$ cat src/rtl/keypad_emulator.sv
// keypad_emulator
//   Passive end of a 4x4 matrix keypad row/column scan interface. A scanner
//   drives a (normally one-hot) row pattern; this block answers on col for the
//   key currently being "pressed". Key presses arrive as commands and are played
//   out as press-bounce, hold, release-bounce and gap phases on a 1 ms tick.
//
// Build option
//   KEYPAD_EMU_BOUNCE_EN  defined: contact chatter (PRESS_B / REL_B phases driven
//                         by an 8-bit LFSR) is built in.
//                         undefined: clean IDLE -> HOLD -> GAP -> IDLE sequence,
//                         no LFSR; BOUNCE_MS and LFSR_SEED have no effect.
//
// Handshake
//   cmd_ready is high exactly while the block is idle. A command transfers on a
//   clk edge where cmd_valid & cmd_ready; cmd_valid while busy is simply not
//   taken, and the command stays pending on the source side.
//
// Ports
//   clk          in   system clock
//   reset_n      in   asynchronous active-low reset
//   row[3:0]     in   row drive from scanner (any value legal)
//   col[3:0]     out  column sense, combinational from row
//   cmd_valid    in   command present
//   cmd_ready    out  idle / command accepted when cmd_valid & cmd_ready
//   cmd_key[3:0] in   key index {row[1:0], col[1:0]}
//   cmd_hold_ms  in   hold duration in ticks (0 behaves as 1)
//   contact      out  internal switch contact state
//   busy         out  command in progress
//   done         out  one-clk pulse on the first idle clk after a command
//   state_dbg    out  current FSM state encoding
module keypad_emulator #(
  parameter int         TICK_COUNT = 48_000,
  parameter int         BOUNCE_MS  = 5,
  parameter int         GAP_MS     = 10,
  parameter logic [7:0] LFSR_SEED  = 8'hA5
) (
  input  logic       clk,
  input  logic       reset_n,
  input  logic [3:0] row,
  output logic [3:0] col,
  input  logic       cmd_valid,
  output logic       cmd_ready,
  input  logic [3:0] cmd_key,
  input  logic [7:0] cmd_hold_ms,
  output logic       contact,
  output logic       busy,
  output logic       done,
  output logic [2:0] state_dbg
);

  typedef enum logic [2:0] {
    S_IDLE    = 3'd0,
    S_PRESS_B = 3'd1,
    S_HOLD    = 3'd2,
    S_REL_B   = 3'd3,
    S_GAP     = 3'd4
  } state_e;

`ifdef KEYPAD_EMU_BOUNCE_EN
  localparam bit BOUNCE_EN_C = 1'b1;
`else
  localparam bit BOUNCE_EN_C = 1'b0;
`endif
  // A zero-length bounce phase is the same as no bounce phase at all.
  localparam bit HAS_BOUNCE = BOUNCE_EN_C && (BOUNCE_MS != 0);

  localparam int                DIV_W      = (TICK_COUNT > 1) ? $clog2(TICK_COUNT) : 1;
  localparam logic [DIV_W-1:0]  DIV_LAST   = DIV_W'(TICK_COUNT - 1);
  localparam logic [7:0]        BOUNCE_DUR = 8'(BOUNCE_MS);
  // GAP always lasts at least one tick so IDLE is never re-entered without a tick.
  localparam logic [7:0]        GAP_DUR    = 8'((GAP_MS == 0) ? 1 : GAP_MS);

  state_e           state_q, state_d;
  logic [DIV_W-1:0] div_q, div_d;
  logic [7:0]       ph_q, ph_d;
  logic [3:0]       key_q, key_d;
  logic [7:0]       hold_q, hold_d;
  logic             contact_q, contact_d;
  logic             done_q, done_d;
  logic [7:0]       dur;
  logic             tick;
  logic             phase_last;
  logic [7:0]       ph_inc;

`ifdef KEYPAD_EMU_BOUNCE_EN
  logic [7:0] lfsr_q, lfsr_d, lfsr_next;
  // Fibonacci LFSR, taps 8,6,5,4 (bits 7,5,4,3), shifting towards the MSB.
  assign lfsr_next = {lfsr_q[6:0], lfsr_q[7] ^ lfsr_q[5] ^ lfsr_q[4] ^ lfsr_q[3]};
`else
  logic unused_cfg;
  assign unused_cfg = ^LFSR_SEED;
`endif

  assign tick       = (div_q == DIV_LAST);
  assign ph_inc     = (ph_q == 8'hFF) ? ph_q : ph_q + 8'd1;
  assign phase_last = (({1'b0, ph_q} + 9'd1) == {1'b0, dur});

  // Duration of the phase currently being timed.
  always_comb begin
    dur = hold_q;
    case (state_q)
      S_PRESS_B: dur = BOUNCE_DUR;
      S_REL_B:   dur = BOUNCE_DUR;
      S_GAP:     dur = GAP_DUR;
      default:   dur = hold_q;
    endcase
  end

  always_comb begin
    state_d   = state_q;
    div_d     = tick ? '0 : div_q + DIV_W'(1);
    ph_d      = ph_q;
    key_d     = key_q;
    hold_d    = hold_q;
    contact_d = contact_q;
    done_d    = 1'b0;
`ifdef KEYPAD_EMU_BOUNCE_EN
    lfsr_d    = lfsr_q;
`endif
    case (state_q)
      S_IDLE: begin
        contact_d = 1'b0;
        if (cmd_valid) begin
          // Accept overrides any tick in this clk and restarts the divider.
          key_d  = cmd_key;
          hold_d = (cmd_hold_ms == 8'd0) ? 8'd1 : cmd_hold_ms;
          div_d  = '0;
          ph_d   = '0;
          if (HAS_BOUNCE) begin
            state_d = S_PRESS_B;
          end else begin
            state_d   = S_HOLD;
            contact_d = 1'b1;
          end
        end
      end
`ifdef KEYPAD_EMU_BOUNCE_EN
      S_PRESS_B: begin
        if (tick) begin
          contact_d = lfsr_q[0];
          lfsr_d    = lfsr_next;
          if (phase_last) begin
            state_d   = S_HOLD;
            contact_d = 1'b1;
            ph_d      = '0;
          end else begin
            ph_d = ph_inc;
          end
        end
      end
      S_REL_B: begin
        if (tick) begin
          contact_d = lfsr_q[0];
          lfsr_d    = lfsr_next;
          if (phase_last) begin
            state_d   = S_GAP;
            contact_d = 1'b0;
            ph_d      = '0;
          end else begin
            ph_d = ph_inc;
          end
        end
      end
`endif
      S_HOLD: begin
        contact_d = 1'b1;
        if (tick) begin
          if (phase_last) begin
            ph_d = '0;
            if (HAS_BOUNCE) begin
              state_d = S_REL_B;
            end else begin
              state_d   = S_GAP;
              contact_d = 1'b0;
            end
          end else begin
            ph_d = ph_inc;
          end
        end
      end
      S_GAP: begin
        contact_d = 1'b0;
        if (tick) begin
          if (phase_last) begin
            state_d = S_IDLE;
            done_d  = 1'b1;
            ph_d    = '0;
          end else begin
            ph_d = ph_inc;
          end
        end
      end
      default: begin
        state_d   = S_IDLE;
        contact_d = 1'b0;
        ph_d      = '0;
      end
    endcase
  end

  always_ff @(posedge clk or negedge reset_n) begin
    if (!reset_n) begin
      state_q   <= S_IDLE;
      div_q     <= '0;
      ph_q      <= '0;
      key_q     <= '0;
      hold_q    <= '0;
      contact_q <= 1'b0;
      done_q    <= 1'b0;
`ifdef KEYPAD_EMU_BOUNCE_EN
      lfsr_q    <= LFSR_SEED;
`endif
    end else begin
      state_q   <= state_d;
      div_q     <= div_d;
      ph_q      <= ph_d;
      key_q     <= key_d;
      hold_q    <= hold_d;
      contact_q <= contact_d;
      done_q    <= done_d;
`ifdef KEYPAD_EMU_BOUNCE_EN
      lfsr_q    <= lfsr_d;
`endif
    end
  end

  // Column answer follows row combinationally; extra driven rows are harmless.
  assign col       = (contact_q && row[key_q[3:2]]) ? (4'b0001 << key_q[1:0]) : 4'b0000;
  assign contact   = contact_q;
  assign busy      = (state_q != S_IDLE);
  assign cmd_ready = (state_q == S_IDLE);
  assign done      = done_q;
  assign state_dbg = state_q;

endmodule
$ cat config.mk
export PLATFORM = sky130hd
export DESIGN_NAME = keypad_emulator
export DESIGN_NICKNAME = d
export VERILOG_FILES = /design/src/rtl/keypad_emulator.sv
export SDC_FILE = /design/constraint.sdc
export NUM_CORES = 1
export LEC_CHECK = 0
export BUFFER_PORTS_ARGS = -buffer_cell sky130_fd_sc_hd__buf_2
export CORE_MARGIN = 10
export CORE_UTILIZATION = 35
export DETAILED_ROUTE_END_ITERATION = 10
export MAX_ROUTING_LAYER = met4
export PLACE_DENSITY = 0.58
export RECOVER_POWER = 25
export SYNTH_ARGS = -nofsm -noshare
export SYNTH_HDL_FRONTEND = slang
export SYNTH_SLANG_ARGS = --single-unit
$ cat constraint.sdc
create_clock -name clk -period 3.37 [get_ports clk]
set_clock_uncertainty 0.2 [all_clocks]
set_input_delay 0.5055 -clock clk [delete_from_list [all_inputs] [get_ports clk]]
set_output_delay 0.5055 -clock clk [all_outputs]
set_load 0.01 [all_outputs]
==> flow_summary.json, run 1 <==
{
  "cp_cell_sequence": "inv_1 > ha_1 > nor2b_1 > xnor2_1 > or4_4 > a2111oi_4 > a2bb2oi_4 > nor2_2 > mux2_4",
  "cts_resized": 0,
  "wl_um": 4650,
  "grt_antenna_before_repair": 0,
  "synth_top_area_frac": 0.439,
  "cts_tree": "built",
  "period_share": 0.856,
  "n_antenna_cell": 0,
  "gp_congestion": 0.849,
  "hold_viol_final": 0,
  "grtUsageTotal": 0.0998,
  "cp-endpoint": "ph_q[0]$_DFFE_PN0P_",
  "critPathCaptureType": "flop",
  "drt_iter0_drc": 80,
  "yosysWarnings": 0,
  "setup_tns_ns": 0,
  "grt_max_degree": 41,
  "setup_viol": 0,
  "fin_total_pwr_mw": 1.77,
  "max-clock-path-buffers": 2,
  "portBuffers": 28,
  "num_rows": 29,
  "die_h_um": 101,
  "first_pass_iters": 4,
  "drive_gt1_frac": 0.225,
  "leakagePower_nw": 1.17,
  "regArea_um2": 1000,
  "hold_ws_ns": 0.252,
  "core_area_um2": 6350,
  "cpMaxStageDelayCell": "or4_4",
  "fin_crit_ns": 2.88,
  "chipWidth_um": 101,
  "cts.sinks": 40,
  "grt_pass1_wl_um": 8250,
  "layoutNonFillerInstCount": 330,
  "powerDensity_nw_per_um2": 683,
  "r2r_start": "state_dbg[1]$_DFFE_PN0P_",
  "cp.arrival_ns": 2.85,
  "h-tree-depth": 2,
  "post_cts.repair.setup_buffers": 0,
  "timing.fmax_mhz": 347,
  "clkSlewWorstSetupHoldPaths_ns": 0.08,
  "synth_area_leaders": "dfrtp_1 (44%), mux2_2 (5.4%), xnor2_1 (3.8%)",
  "grt_pass1_vias": 1761,
  "area_delta_synth_final_pct": 13.5,
  "yosys_most_used_dff": "dfrtp_1",
  "drv_cap": 1,
  "drc": 0,
  "cts_hold_buf": 0,
  "failed_checks": "max-capacitance violations, max-slew violations",
  "placed_area_um2": 2500,
  "synth_top_cell_by_area": "dfrtp_1",
  "nNetsFinal": 276,
  "ioPinCount": 30,
  "ant_nets": 0,
  "maxSlewViolCount": 41,
  "worst_pin_slew_ns": 2.11,
  "syn_area_um2": 2280,
  "clk_latency_ns": 0.28,
  "holdCritPathClass": "in -> reg",
  "seq_area_frac_synth": 0.439,
  "die_area_um2": 10100,
  "max-slew-margin-rel": -0.403,
  "fin_ws_ns": 0.486,
  "critPathKind": "reg -> reg",
  "cts-root-buf": "clkbuf_8",
  "hpwlAfterDp_um": 3610,
  "synth_common_cells": "dfrtp_1 (40), nor2_1 (18), nand2_1 (16)",
  "ys_async_sr_fraction": 1.00,
  "synth_most_common_cell": "dfrtp_1",
  "rsz0062_at_grt": "no",
  "nFillCells": 612,
  "place_ws_ns": 0.492,
  "reg2regPathDepth": 9,
  "post_drt_wl_per_cell_um": 14.1,
  "vdd_ir_drop_max_mv": 0.481,
  "syn_area_per_cell_um2": 10.3,
  "fin_util": 0.407,
  "timing.rr.end": "ph_q[0]$_DFFE_PN0P_",
  "fin_area_um2": 2580,
  "multiInputGateArea_um2": 1220,
  "syn-num-nets": 245,
  "status": "complete, but fails checks",
  "cts_inserted_buffers": 5,
  "max_stage_delay_ns": 0.51,
  "synth.distinct_cells": 53,
  "synth-edff-count": 0,
  "start_util": 0.359,
  "vias": 1729,
  "ys_ff_latch": 40,
  "place_inst": 322,
  "grt-ovfl-total": 0,
  "crit_start": "state_dbg[1]$_DFFE_PN0P_",
  "synth_cells": 221,
  "viasPerCell": 5.24,
  "worstPathRequired_ns": 3.34,
  "crit_path_max_fanout": 9,
  "crit_path_start_kind": "flop",
  "rrSetupSlack_ns": 0.49
}
## layout make-up
class	count	share of cell area
clock buffers	8	0.0348
inverters	8	0.0116
multi-input cells	168	0.472
flip-flops and latches	40	0.387
well taps	77	0.0373
repair buffers	29	0.0566
## where the power goes
group          leakage [nW]  internal, mW  total (mW)  switching [mW]
Sequential            0.519         0.603       0.721           0.118
Combinational         0.606         0.344       0.720           0.376
Clock                0.0455         0.167       0.325           0.158
Total                  1.17          1.11        1.77           0.652
## layer usage
metal / vias up / GRT usage / wire length, µm
met3: 0 / 0.0274 / 144
met5: - / - / 0
met2: 29 / 0.151 / 2210
met4: 0 / 0.0163 / 0
met1: 840 / 0.131 / 2300
li1: 860 / - / -
## cells by family (layout without fill, tap and decap cells)
kind of cell,Yosys count,count (layout),synth area share
AND/OR/NAND/NOR,84,84,0.203
multiplexers,14,14,0.0752
AO/OA/AOI/OAI,45,45,0.150
flip-flops,40,40,0.439
XOR/XNOR,19,19,0.0791
adder cells (fa/ha/maj),5,5,0.0275
buffers and inverters,13,45,0.0247
other,1,1,0.00165
## flip-flops by register name, indices dropped and copies added, names as in the netlist
register / flops
hold_q: 8
ph_q: 8
state_dbg: 2
key_q: 4
contact: 1
done: 1
div_q: 16
## cells in the final DEF (no fill, tap or decap), types with 2 or more instances in the layout
cell type and instances:
nor2b_1 2, nand4_1 4, and3_1 6, a21oi_1 11
clkbuf_1 3, nand2b_1 2, dfrtp_1 40, ha_1 5
a21o_1 4, nand2_1 16, a31oi_1 2, or3_1 4
xor2_1 8, nand3_1 8, and4_1 2, inv_1 8
mux2_2 11, xnor2_1 10, o21ai_0 10, and3_4 2
clkbuf_8 6, nor2_1 18, buf_2 27, a22o_1 4
nor3_1 3, and2_1 2, nor4_1 5, nor3b_1 3
## how the worst min path moves through the flow
stage / from / endpoint / slack, ns / depth (start not counted)
after floorplan: reset_n / contact$_DFF_PN0_ / 0.01 / 0
after global placement: div_q[0]$_DFF_PN0_ / div_q[0]$_DFF_PN0_ / 0.28 / 1
after detailed placement: div_q[0]$_DFF_PN0_ / div_q[0]$_DFF_PN0_ / 0.28 / 1
after CTS: reset_n / div_q[12]$_DFF_PN0_ / 0.17 / 1
after global routing: cmd_key[2] / key_q[2]$_DFFE_PN0P_ / 0.25 / 2
final: cmd_key[2] / key_q[2]$_DFFE_PN0P_ / 0.25 / 2
## critical path: cells and delay by family, from the launching register on
family | cells | cell delay, ns
mux | 1 | 0.26
xor+xnor | 1 | 0.10
fa+ha+maj | 1 | 0.21
simple gates | 3 | 0.78
compound gates | 2 | 0.72
buf+inv | 1 | 0.09
flops | 1 | 0.40
Power figures use the tool's default switching activity.
==> inputs of run 2 (changes only) <==
- CORE_ASPECT_RATIO: not set -> 0.75
==> run 2 against run 1 <==
The run still ends with max-capacitance violations, max-slew violations left. Register-to-register slack improved by 0.02 ns. Combinational power rose by 0.8%. Flip-flop and latch count did not move. Via count fell by 1.6%. First-iteration DRC count rose by 51%. Setup slack improved by 0.018 ns. Cell count rose by 0.91%. Count of clock-buffer cells in the layout fell by 1. Critical path depth did not move. Sequential power barely moved.
==> flow_summary.json, run 2 (synthesized netlist as in run 1, its figures left out) <==
{
  "status": "complete, but fails checks",
  "failed_checks": "max-capacitance violations, max-slew violations",
  "timing.fmax_mhz": 349,
  "final_cell_mix": "dfrtp_1 (40), buf_2 (27), nor2_1 (18)",
  "hold_viol_final": 0,
  "critPathKind": "reg -> reg",
  "setup_tns_ns": 0,
  "path_delay_family": "simple AND/OR/NAND/NOR gates",
  "rsz0062_at_grt": "no",
  "crit_path_start_kind": "flop",
  "cts_hold_buf": 0,
  "gp_congestion": 0.837,
  "powerDensity_nw_per_um2": 691,
  "h-tree-depth": 2,
  "fin_crit_ns": 2.87,
  "final_common_cell": "dfrtp_1",
  "crit_path_max_fanout": 9,
  "drc": 0,
  "cts_resized": 0,
  "vdd_ir_drop_max_mv": 0.317,
  "path_buf_inv": 1,
  "internal_power_mw": 1.13,
  "first_pass_iters": 4,
  "n_antenna_cell": 0,
  "worstPathRequired_ns": 3.35,
  "cts.sinks": 40,
  "cpMaxStageDelayCell": "or4_4",
  "top_regs": "div_q (16), hold_q (8), ph_q (8)",
  "setup_viol": 0,
  "grt_pass1_vias": 1745,
  "holdCritPathClass": "in -> reg",
  "fin_ws_ns": 0.505,
  "layoutNonFillerInstCount": 333,
  "critPathCaptureType": "flop",
  "vias": 1701,
  "regMostFlops": "div_q",
  "nFillCells": 625,
  "period_share": 0.850,
  "place_inst": 326,
  "die_area_um2": 10200,
  "grt-ovfl-total": 0,
  "post_drt_wl_per_cell_um": 14.6,
  "largest_register_ffs": 16,
  "power_frac_seq": 0.402,
  "p_switching_mw": 0.664,
  "area_delta_synth_final_pct": 13.9,
  "grt_max_degree": 41,
  "grt_pass1_wl_um": 8670,
  "max-clock-path-buffers": 2,
  "chipWidth_um": 113,
  "hold_ws_ns": 0.244,
  "grtUsageTotal": 0.103,
  "cp_cell_sequence": "inv_1 > ha_1 > nor2b_1 > xnor2_1 > or4_4 > a2111oi_4 > a2bb2oi_4 > nor2_2 > mux2_4",
  "post_cts.repair.setup_buffers": 0,
  "cts_tree": "built",
  "clkPwrFrac": 0.193,
  "cp.arrival_ns": 2.85,
  "pwr-share-comb": 0.405,
  "maxSlewViolCount": 41,
  "num_rows": 25,
  "multiInputGateArea_um2": 1220,
  "nNetsFinal": 276,
  "cts-root-buf": "clkbuf_8",
  "start_util": 0.361,
  "worst_pin_slew_ns": 2.17,
  "viasPerCell": 5.11,
  "core_area_um2": 6320,
  "drive_gt1_frac": 0.230,
  "ant_nets": 0,
  "die_h_um": 89.9,
  "ioPinCount": 30,
  "portBuffers": 28,
  "leakagePower_nw": 1.18,
  "regArea_um2": 1000,
  "hpwlAfterDp_um": 3630,
  "wl_um": 4870,
  "max-slew-margin-rel": -0.448,
  "max_stage_delay_ns": 0.51,
  "clkSlewWorstSetupHoldPaths_ns": 0.08,
  "place_ws_ns": 0.513,
  "swShare": 0.370,
  "grt_antenna_before_repair": 0,
  "clk_latency_ns": 0.29,
  "drv_cap": 1,
  "fin_util": 0.411,
  "cts_inserted_buffers": 5,
  "drt_iter0_drc": 121
}
## run 2: worst reg2reg max path, cell delays in order, from the launching register on
cell and delay [ns]:
dfrtp_1 0.39, inv_1 0.09, ha_1 0.21, nor2b_1 0.16, xnor2_1 0.10, or4_4 0.51, a2111oi_4 0.46, a2bb2oi_4 0.27
nor2_2 0.11, mux2_4 0.26
## run 2: path summary, 6_finish.rpt
check	cells past startpoint	slack, ns	to	start
setup / recovery	9	0.50	ph_q[0]$_DFFE_PN0P_	state_dbg[1]$_DFFE_PN0P_
hold / removal	2	0.24	key_q[1]$_DFFE_PN0P_	cmd_key[1]
setup reg to reg	9	0.50	ph_q[0]$_DFFE_PN0P_	state_dbg[1]$_DFFE_PN0P_
hold reg to reg	1	0.30	div_q[0]$_DFF_PN0_	div_q[0]$_DFF_PN0_
max in group asynchronous	1	1.08	key_q[3]$_DFFE_PN0P_	reset_n
min in group asynchronous	1	0.64	div_q[8]$_DFF_PN0_	reset_n
## run 2: power by group through the flow
stage          sequential [mW]  combinational [mW]  clock [mW]
6_report                 0.722               0.726       0.346
5_1_grt                  0.743               0.804       0.383
4_1_cts                  0.722               0.732       0.359
3_5_place_dp             0.729               0.731           0
3_3_place_gp             0.724               0.726           0
2_1_floorplan            0.702               0.569           0
## run 2: layer usage
metal / vias up / part of all wire / routed length [µm] / global-route usage
met2: 33 / 0.40 / 1940 / 0.137
li1: 865 / - / - / -
met4: 0 / 0.010 / 50 / 0.0285
met5: - / 0 / 0 / -
met3: 7 / 0.033 / 161 / 0.0272
met1: 796 / 0.56 / 2720 / 0.146
## run 2: final cells by class
class                   instances  area share
inverters                       8      0.0116
repair buffers                 29      0.0564
flip-flops and latches         40       0.386
multi-input cells             168       0.470
clock buffers                   7      0.0371
well taps                      81      0.0390
## run 2: through the flow
step,power [mW],area [µm²]
2_1_floorplan,1.27,2280
5_1_grt,1.93,2600
6_report,1.79,2600
3_5_place_dp,1.46,2500
3_3_place_gp,1.45,2500
4_1_cts,1.81,2600
